<file path="config.mk">
export PLATFORM = sky130hd
export DESIGN_NAME = uart_tx_buf
export DESIGN_NICKNAME = d
export VERILOG_FILES = /design/src/rtl/uart_tx_buf.sv
export SDC_FILE = /design/constraint.sdc
export NUM_CORES = 1
export LEC_CHECK = 0
export ABC_AREA = 1
export BUFFER_PORTS_ARGS = -buffer_cell sky130_fd_sc_hd__clkbuf_2
export CORE_MARGIN = 3
export CORE_UTILIZATION = 36
export CTS_BUF_LIST = sky130_fd_sc_hd__clkbuf_4 sky130_fd_sc_hd__clkbuf_8
export DETAILED_ROUTE_END_ITERATION = 8
export GPL_TIMING_DRIVEN = 0
export PLACE_DENSITY = 0.58
export RECOVER_POWER = 50
export SYNTH_ARGS = -nofsm -noshare
export SYNTH_HDL_FRONTEND = slang
export SYNTH_SLANG_ARGS = --single-unit
</file>
<file path="constraint.sdc">
create_clock -name clk -period 3.46 [get_ports clk]
set_input_delay 0.692 -clock clk [delete_from_list [all_inputs] [get_ports clk]]
set_output_delay 0.692 -clock clk [all_outputs]
set_load 0.02 [all_outputs]
</file>
<file path="src/rtl/uart_tx_buf.sv">
`default_nettype none
// ============================================================================
// uart_tx_buf : byte FIFO feeding a uart_tx serializer, one frame at a time,
//               with level/full/empty status, sticky overflow and watchdog.
// Revision 1.0 - initial release
// ============================================================================
module uart_tx_buf #(
    parameter int DEPTH_LOG2 = 4,
    parameter int TIMEOUT    = 200
) (
    input  logic                  clk,
    input  logic                  rst_n,
    input  logic                  wr_en,
    input  logic [7:0]            wr_data,
    input  logic                  flush,
    input  logic                  err_clr,
    input  logic                  tx_done_flag,
    output logic                  tx_start,
    output logic [7:0]            data_out,
    output logic                  full,
    output logic                  empty,
    output logic [DEPTH_LOG2:0]   level,
    output logic                  busy,
    output logic                  overflow,
    output logic                  timeout_err
);

    localparam int                  DEPTH      = 1 << DEPTH_LOG2;
    localparam logic [DEPTH_LOG2:0] FULL_LEVEL = (DEPTH_LOG2 + 1)'(DEPTH);
    localparam logic [DEPTH_LOG2:0] LVL_ONE    = (DEPTH_LOG2 + 1)'(1);
    localparam logic [DEPTH_LOG2-1:0] PTR_ONE  = DEPTH_LOG2'(1);
    localparam logic [15:0]         WDOG_LAST  = 16'(TIMEOUT - 1);

    localparam logic [1:0] S_IDLE  = 2'd0;
    localparam logic [1:0] S_START = 2'd1;
    localparam logic [1:0] S_WAIT  = 2'd2;

    logic [7:0]            mem_q [DEPTH];
    logic [DEPTH_LOG2-1:0] wr_ptr_q, wr_ptr_d;
    logic [DEPTH_LOG2-1:0] rd_ptr_q, rd_ptr_d;
    logic [DEPTH_LOG2:0]   level_q, level_d;
    logic                  full_q, empty_q;
    logic [1:0]            state_q, state_d;
    logic [15:0]           wdog_q, wdog_d;
    logic                  start_q;
    logic [7:0]            data_q, data_d;
    logic                  busy_q;
    logic                  ovf_q, ovf_d;
    logic                  tmo_q, tmo_d;
    logic                  w_push, w_pop, w_tmo_set, w_drop;

    // Push and pop both look at pre-edge flags, so a pop never frees room for
    // a write on the same edge.
    assign w_push = wr_en && !full_q && !flush;
    assign w_drop = wr_en &&  full_q && !flush;
    assign w_pop  = (state_q == S_IDLE) && !empty_q && !flush;

    always_comb begin
        state_d   = state_q;
        wdog_d    = wdog_q;
        w_tmo_set = 1'b0;
        case (state_q)
            S_IDLE: begin
                if (w_pop) state_d = S_START;
            end
            S_START: begin
                wdog_d  = '0;
                state_d = S_WAIT;
            end
            S_WAIT: begin
                if (tx_done_flag) begin
                    state_d = S_IDLE;
                end else if (wdog_q == WDOG_LAST) begin
                    w_tmo_set = 1'b1;
                    state_d   = S_IDLE;
                end else begin
                    wdog_d = wdog_q + 16'd1;
                end
            end
            default: state_d = S_IDLE;
        endcase
    end

    always_comb begin
        wr_ptr_d = wr_ptr_q;
        rd_ptr_d = rd_ptr_q;
        level_d  = level_q;
        if (flush) begin
            wr_ptr_d = '0;
            rd_ptr_d = '0;
            level_d  = '0;
        end else begin
            if (w_push) wr_ptr_d = wr_ptr_q + PTR_ONE;
            if (w_pop)  rd_ptr_d = rd_ptr_q + PTR_ONE;
            case ({w_push, w_pop})
                2'b10:   level_d = level_q + LVL_ONE;
                2'b01:   level_d = level_q - LVL_ONE;
                default: level_d = level_q;
            endcase
        end
    end

    always_comb begin
        data_d = w_pop ? mem_q[rd_ptr_q] : data_q;
        ovf_d  = w_drop    ? 1'b1 : (err_clr ? 1'b0 : ovf_q);
        tmo_d  = w_tmo_set ? 1'b1 : (err_clr ? 1'b0 : tmo_q);
    end

    always_ff @(posedge clk) begin
        if (w_push) mem_q[wr_ptr_q] <= wr_data;
    end

    always_ff @(posedge clk or negedge rst_n) begin
        if (!rst_n) begin
            wr_ptr_q <= '0;
            rd_ptr_q <= '0;
            level_q  <= '0;
            full_q   <= 1'b0;
            empty_q  <= 1'b1;
            state_q  <= S_IDLE;
            wdog_q   <= '0;
            start_q  <= 1'b0;
            data_q   <= '0;
            busy_q   <= 1'b0;
            ovf_q    <= 1'b0;
            tmo_q    <= 1'b0;
        end else begin
            wr_ptr_q <= wr_ptr_d;
            rd_ptr_q <= rd_ptr_d;
            level_q  <= level_d;
            full_q   <= (level_d == FULL_LEVEL);
            empty_q  <= (level_d == '0);
            state_q  <= state_d;
            wdog_q   <= wdog_d;
            start_q  <= w_pop;
            data_q   <= data_d;
            busy_q   <= (state_d != S_IDLE);
            ovf_q    <= ovf_d;
            tmo_q    <= tmo_d;
        end
    end

    assign tx_start    = start_q;
    assign data_out    = data_q;
    assign full        = full_q;
    assign empty       = empty_q;
    assign level       = level_q;
    assign busy        = busy_q;
    assign overflow    = ovf_q;
    assign timeout_err = tmo_q;

endmodule
`default_nettype wire
</file>
==> results of run 1 <==
-- state kept, by name, indices dropped and copies added (netlist names), 2 cells and up --
name	flops
data_out	8
level	5
mem_q	128
rd_ptr_q	4
state_q	2
wdog_q	16
wr_ptr_q	4
-- per-layer routing --
| metal | vias to the layer above | track usage (%) | part of all wire [%] |
|---|---|---|---|
| met5 | - | 0 | 0 |
| met4 | 0 | 4.850 | 1.6 |
| met3 | 24 | 4.219 | 5.0 |
| met2 | 127 | 27.51 | 48 |
| met1 | 2537 | 22.64 | 46 |
| li1 | 2526 | - | - |
-- area by class of cell --
cell class	instances	area, sq um
Buffer	29	176.4
Clock buffer	17	234.0
Clock inverter	15	197.7
Fill cell	1966	11940
Inverter	48	180.2
Multi-Input combinational cell	443	2238
Sequential cell	173	4971
Tap cell	270	337.8
Timing Repair Buffer	33	153.9
-- power by group --
part | internal [W] | switching [W]
combinational | 0.000580 | 0.00134
sequential | 0.00237 | 0.0000950
clock | 0.000684 | 0.000840
total | 0.00364 | 0.00228
-- cell usage in the layout, fill, tap and decap left out, types with 10 or more instances in the layout --
master and n:
clkbuf_8 17, nor2_1 129, o21ai_0 65, edfxtp_1 128, o21ai_1 19, a21oi_1 10, nor3_1 13, o211ai_1 32
nand3_1 36, dfrtp_1 44, nand4_1 13, clkbuf_1 20, clkbuf_2 23, nand2_1 88, buf_2 10, inv_1 43
-- critical path: stages, from the launching register on --
cell,delay [ns]
dfrtp_1,0.40
nor3_1,0.27
inv_1,0.17
nor2_1,0.15
buf_2,0.28
ha_1,0.33
nor2_1,0.08
nor2_1,0.16
ha_1,0.25
o21ai_0,0.21
o21ai_0,0.11
a21oi_1,0.13
nand2_1,0.09
nor2_1,0.11
-- through the flow --
step | power, W | util, % | hold slack [ns] | worst slack (ns)
4_1_cts | 0.005968 | 41.64 | 0.4003 | 0.6012
5_1_grt | 0.006275 | 41.55 | 0.4077 | 0.2782
6_report | 0.005914 | 41.55 | 0.4244 | 0.6561
3_5_place_dp | 0.004459 | 39.53 | 0.4713 | 0.3218
2_1_floorplan | 0.003761 | - | 0.3964 | 0.8938
3_3_place_gp | 0.004442 | 39.45 | 0.4658 | 0.3021
-- worst max path at each step --
stage	cells after the start	slack [ns]	to	start
2_1_floorplan	15	0.89	empty$_DFF_PN1_	wr_en
3_3_place_gp	7	0.30	mem_q[8][3]$_DFFE_PP_	wr_en
3_5_place_dp	13	0.32	full$_DFF_PN0_	flush
4_1_cts	13	0.60	full$_DFF_PN0_	state_q[1]$_DFF_PN0_
5_1_grt	17	0.28	empty$_DFF_PN1_	state_q[0]$_DFF_PN0_
6_report	13	0.66	empty$_DFF_PN1_	state_q[1]$_DFF_PN0_
-- cells by family after synthesis --
| kind of cell | Yosys count | share of synthesized area (%) |
|---|---|---|
| and+or+nand+nor | 295 | 16.98 |
| DFF | 173 | 65.73 |
| AOI/OAI and AO/OA | 135 | 10.51 |
| buffers and inverters | 77 | 4.831 |
| adders and majority gates | 9 | 1.489 |
| xor gates and xnor gates | 4 | 0.4634 |
==> results.toml, run 1 <==
[clock_network]
clkLatencyLatePin_ns = 0.47
postCtsSetupBuffers = 0
cts_tree = "built"
cts_resized = 0
cts_hold_buf = 0
numCtsBuffers = 17
cts_sinks = 173
cts_htree_levels = 4
clk_pin_slew_ns = 0.09
clockBufferDepth = 2
ctsRootBufferMaster = "clkbuf_8"

[routing]
postRouteAntennaNets = 0
wl_per_cell_um = 17.86
wl_mm = 18.36
drt-initial-drc-count = 485
drt_pre_antenna_iters = 5
vias = 5214
viasPerCell = 5.072
post-route-drc-count = 0

[worst_setup_path]
crit_fanout = 12
r2r_end = "empty$_DFF_PN1_"
setup.worst_path.end_class = "flop"
worstSetupStartpointType = "flop"
critPathKind = "reg2reg"
reg2reg_depth = 13
r2r_slack_ns = 0.66
rr_startpoint = "state_q[1]$_DFF_PN0_"
worstPathArrival_ns = 3.20
critical_path_required_ns = 3.86

[synth]
ys_warn_count = 0
yosys_register_bits = 173
synth.area.top_cells = "edfxtp_1, dfrtp_1, nor2_1, nand2_1, o21ai_0"
synth_nets = 716
synth_top_area_share_pct = 50.83
synthTopCellsByCount = "edfxtp_1, nor2_1, nand2_1"
syn_avg_cell_area_sq_um = 10.91
synthFlopType = "edfxtp_1"
synth_cells = 693
yosysSeqAreaShare_pct = 65.73
synth_cell_types = 37
synth_edf_count = 128
synth_top_area_cell = "edfxtp_1"
async_flop_share_pct = 26.01
syn_area_sq_um = 7562

[floorplan]
initial_core_util_pct = 37.02
io_pins = 33
die_y_um = 150.9
die_area_sq_um = 22780
core_area_sq_um = 20430
row_count = 52
die_w_um = 150.9

[final_layout]
antenna_cells = 0
final_cell_area_sq_um = 8489
syn2layout_area_growth_pct = 12.26
final_layout_size_suffix_gt1_share_pct = 12.66
nets = 768
fin_cells = 1028

[sta]
clock.fmax_mhz = 356.7
finalMaxSlewViolations = 46
finalClockSkew_ns = 0.01580
post-route-period-util_pct = 81.04
fin_crit_ns = 2.804
rsz0062_at_grt = "false"
setup_viol = 0
tns_ns = 0
slew_headroom_pct = -63.74
tightest_slew_ns = 2.456
final_hold_viol_count = 0

[worst_hold_path]
min_to = "timeout_err$_DFFE_PN0P_"
hold_depth = 2
hp-class = "in2reg"
min_from = "err_clr"

[power_and_ir_drop]
powerDensity_nw_per_um2 = 696.7
leakage_nw = 3.176
ir_drop_uv = 319.1

[global_route]
antenna_found_initial = 0
overflow = 0
grt_pass1_vias = 5052
grt_first_pass_wirelength_mm = 28.64
grt_start_max_net_pins = 46
grt_use_total_pct = 16.93

[placement]
dp_hpwl_mm = 12.63
io_buffers = 32
dp_cells = 996
place_congestion = 0.8260
placed_area_sq_um = 8075

[outcome]
status = "finished, violations left"
violations = "max-capacitance violations, max-slew violations"

[flow_run]
cap_violations = 1
No activity file was read; power rests on OpenSTA's default activity.
==> inputs of run 2 (changes only) <==
--- a/config.mk
+++ b/config.mk
@@ -12,7 +12,7 @@
 export CTS_BUF_LIST = sky130_fd_sc_hd__clkbuf_4 sky130_fd_sc_hd__clkbuf_8
 export DETAILED_ROUTE_END_ITERATION = 8
 export GPL_TIMING_DRIVEN = 0
-export PLACE_DENSITY = 0.58
+export PLACE_DENSITY = 0.6
 export RECOVER_POWER = 50
 export SYNTH_ARGS = -nofsm -noshare
 export SYNTH_HDL_FRONTEND = slang
==> constraint.sdc (replaced) <==
create_clock -name clk -period 2.5 [get_ports clk]
set_input_delay 0.5 -clock clk [delete_from_list [all_inputs] [get_ports clk]]
set_output_delay 0.5 -clock clk [all_outputs]
set_load 0.02 [all_outputs]
==> run 2 against run 1 <==
The run now ends clean. Worst hold slack lost 0.20 ns. Utilization grew 0.21 points. Clock skew shrank 0.0070 ns. Total power grew 35%. Largest power group unchanged. Wire length shrank 1.9%.
==> results.toml, run 2 (synthesized netlist as in run 1, its figures left out) <==
[placement]
post-place-ws_ns = -0.4520
placed_area_sq_um = 8070
dp_hpwl_mm = 12.20
io_buffers = 32
place_congestion = 0.8603

[worst_setup_path]
worstSetupStartpointType = "flop"
critical_path_required_ns = 2.58
crit_fanout = 8
startpoint = "full$_DFF_PN0_"
rr_startpoint = "full$_DFF_PN0_"
setup.worst_path.end_class = "flop"
worstPathArrival_ns = 2.37
critPathKind = "reg2reg"

[power_and_ir_drop]
netSwitchingPower_w = 0.003060
leakage_nw = 3.168
sw_frac_of_total_pct = 38.19
power.share.clock_pct = 23.4
intPower_w = 0.004951
share_seq_of_total_power_pct = 42.7
powerDensity_nw_per_um2 = 938.8
share_comb_of_total_power_pct = 33.9
ir_drop_uv = 375.8

[clock_network]
clk_pin_slew_ns = 0.09
cts_hold_buf = 0
numCtsBuffers = 17
ctsRootBufferMaster = "clkbuf_8"
clkLatencyLatePin_ns = 0.47
cts_tree = "built"
cts_sinks = 173
cts_htree_levels = 4
clockBufferDepth = 2

[sta]
finalClockSkew_ns = 0.008766
rsz0062_at_grt = "true"
final_hold_viol_count = 0
fin_ws_ns = 0.2068
clock.fmax_mhz = 436.1
post-route-period-util_pct = 91.73
tightest_slew_ns = 1.306
whs_ns = 0.2277
tns_ns = 0
fin_crit_ns = 2.293
setup_viol = 0
finalMaxSlewViolations = 0
slew_headroom_pct = 12.29

[routing]
wl_mm = 18.02
drt_pre_antenna_iters = 5
vias = 5162
drt-initial-drc-count = 513
postRouteAntennaNets = 0
viasPerCell = 5.017
post-route-drc-count = 0
wl_per_cell_um = 17.51

[final_layout]
syn2layout_area_growth_pct = 12.84
mostFrequentLayoutCells = "edfxtp_1, nor2_1, nand2_1, o21ai_0, dfrtp_1"
final_layout_size_suffix_gt1_share_pct = 15.02
final_cell_area_sq_um = 8533
largest_register = "mem_q"
final_common_cell = "edfxtp_1"
nFillCells = 1962
nets = 770
largest_reg_flops = 128
antenna_cells = 0

[flow_run]
cap_violations = 0

[floorplan]
core_area_sq_um = 20430
die_w_um = 150.9
die_area_sq_um = 22780
initial_core_util_pct = 37.02
die_y_um = 150.9
io_pins = 33
row_count = 52

[global_route]
grt_first_pass_wirelength_mm = 27.92
grt_pass1_vias = 4950
grt_use_total_pct = 16.54
antenna_found_initial = 0
grt_start_max_net_pins = 46
overflow = 0

[outcome]
status = "completed"

[worst_hold_path]
hp-class = "in2async"
==> run 2: changes by cell type in the layout (fill, tap and decap cells not counted), sizes merged <==
| cell | previous run | this run |
|---|---|---|
| buf | 19 | 22 |
| inv | 53 | 50 |
| clkinvlp | 1 | 3 |
| bufinv | 2 | 1 |
| clkbuf | 60 | 59 |
| clkinv | 7 | 8 |
==> run 2: worst max-delay path, cell delays in order, from the launching register on <==
cell,delay [ns]
dfrtp_1,0.43
nor2_4,0.18
inv_2,0.08
nor2_4,0.13
inv_4,0.09
nor3_1,1.00
==> run 2: path summary, 6_finish.rpt <==
path	slack, ns	cells past startpoint	end
max in group asynchronous	1.59	1	data_out[6]$_DFFE_PN0P_
hold / removal	0.23	1	wdog_q[7]$_DFFE_PN0P_
hold reg to reg	0.48	1	wdog_q[15]$_DFFE_PN0P_
setup / recovery	0.21	5	mem_q[14][0]$_DFFE_PP_
min in group clk	0.23	2	timeout_err$_DFFE_PN0P_
setup reg to reg	0.21	5	mem_q[14][0]$_DFFE_PP_
==> run 2: power groups by stage <==
| stage | combinational (W) | clock, W | sequential, W |
|---|---|---|---|
| floorplan | 0.00161 | 0 | 0.00360 |
| global placement | 0.00264 | 0 | 0.00348 |
| detailed placement | 0.00265 | 0 | 0.00348 |
| CTS | 0.00269 | 0.00191 | 0.00342 |
| global route | 0.00303 | 0.00202 | 0.00344 |
| finish | 0.00272 | 0.00187 | 0.00342 |
==> run 2: through the flow <==
| stage | util, % | total power, W | std cells |
|---|---|---|---|
| 5_1_grt | 41.77 | 0.008491 | 1029 |
| 3_3_place_gp | 39.45 | 0.006117 | 995 |
| 4_1_cts | 41.49 | 0.008013 | 1026 |
| 3_5_place_dp | 39.50 | 0.006135 | 995 |
| 6_report | 41.77 | 0.008011 | 1029 |
| 2_1_floorplan | - | 0.005205 | 693 |
==> run 2: area by class of cell <==
class | instances | area [sq um] | share of cell area, %
Sequential cell | 173 | 4971 | 58.26
Clock buffer | 17 | 234.0 | 2.742
Tap cell | 270 | 337.8 | 3.959
Inverter | 48 | 182.7 | 2.141
Multi-Input combinational cell | 443 | 2308 | 27.05
Clock inverter | 14 | 135.1 | 1.584
Buffer | 29 | 191.4 | 2.243
Timing Repair Buffer | 35 | 172.7 | 2.023
==> run 2: timing repair <==
| action | in CTS | in global routing |
|---|---|---|
| resized for setup | 11 | 9 |
| pin swaps | 0 | 2 |
| buffers inserted | 0 | 2 |
| cloned | 0 | 0 |
| endpoints found under the setup margin | 44 | 12 |
==> run 2: layer usage <==
metal  vias up  GRT usage (%)  share of wire, %
li1       2528              -                 -
met1      2497          22.01                45
met2       115          27.66                49
met3        22          2.813               4.3
met4         0          5.394               1.7
met5         -              0                 0
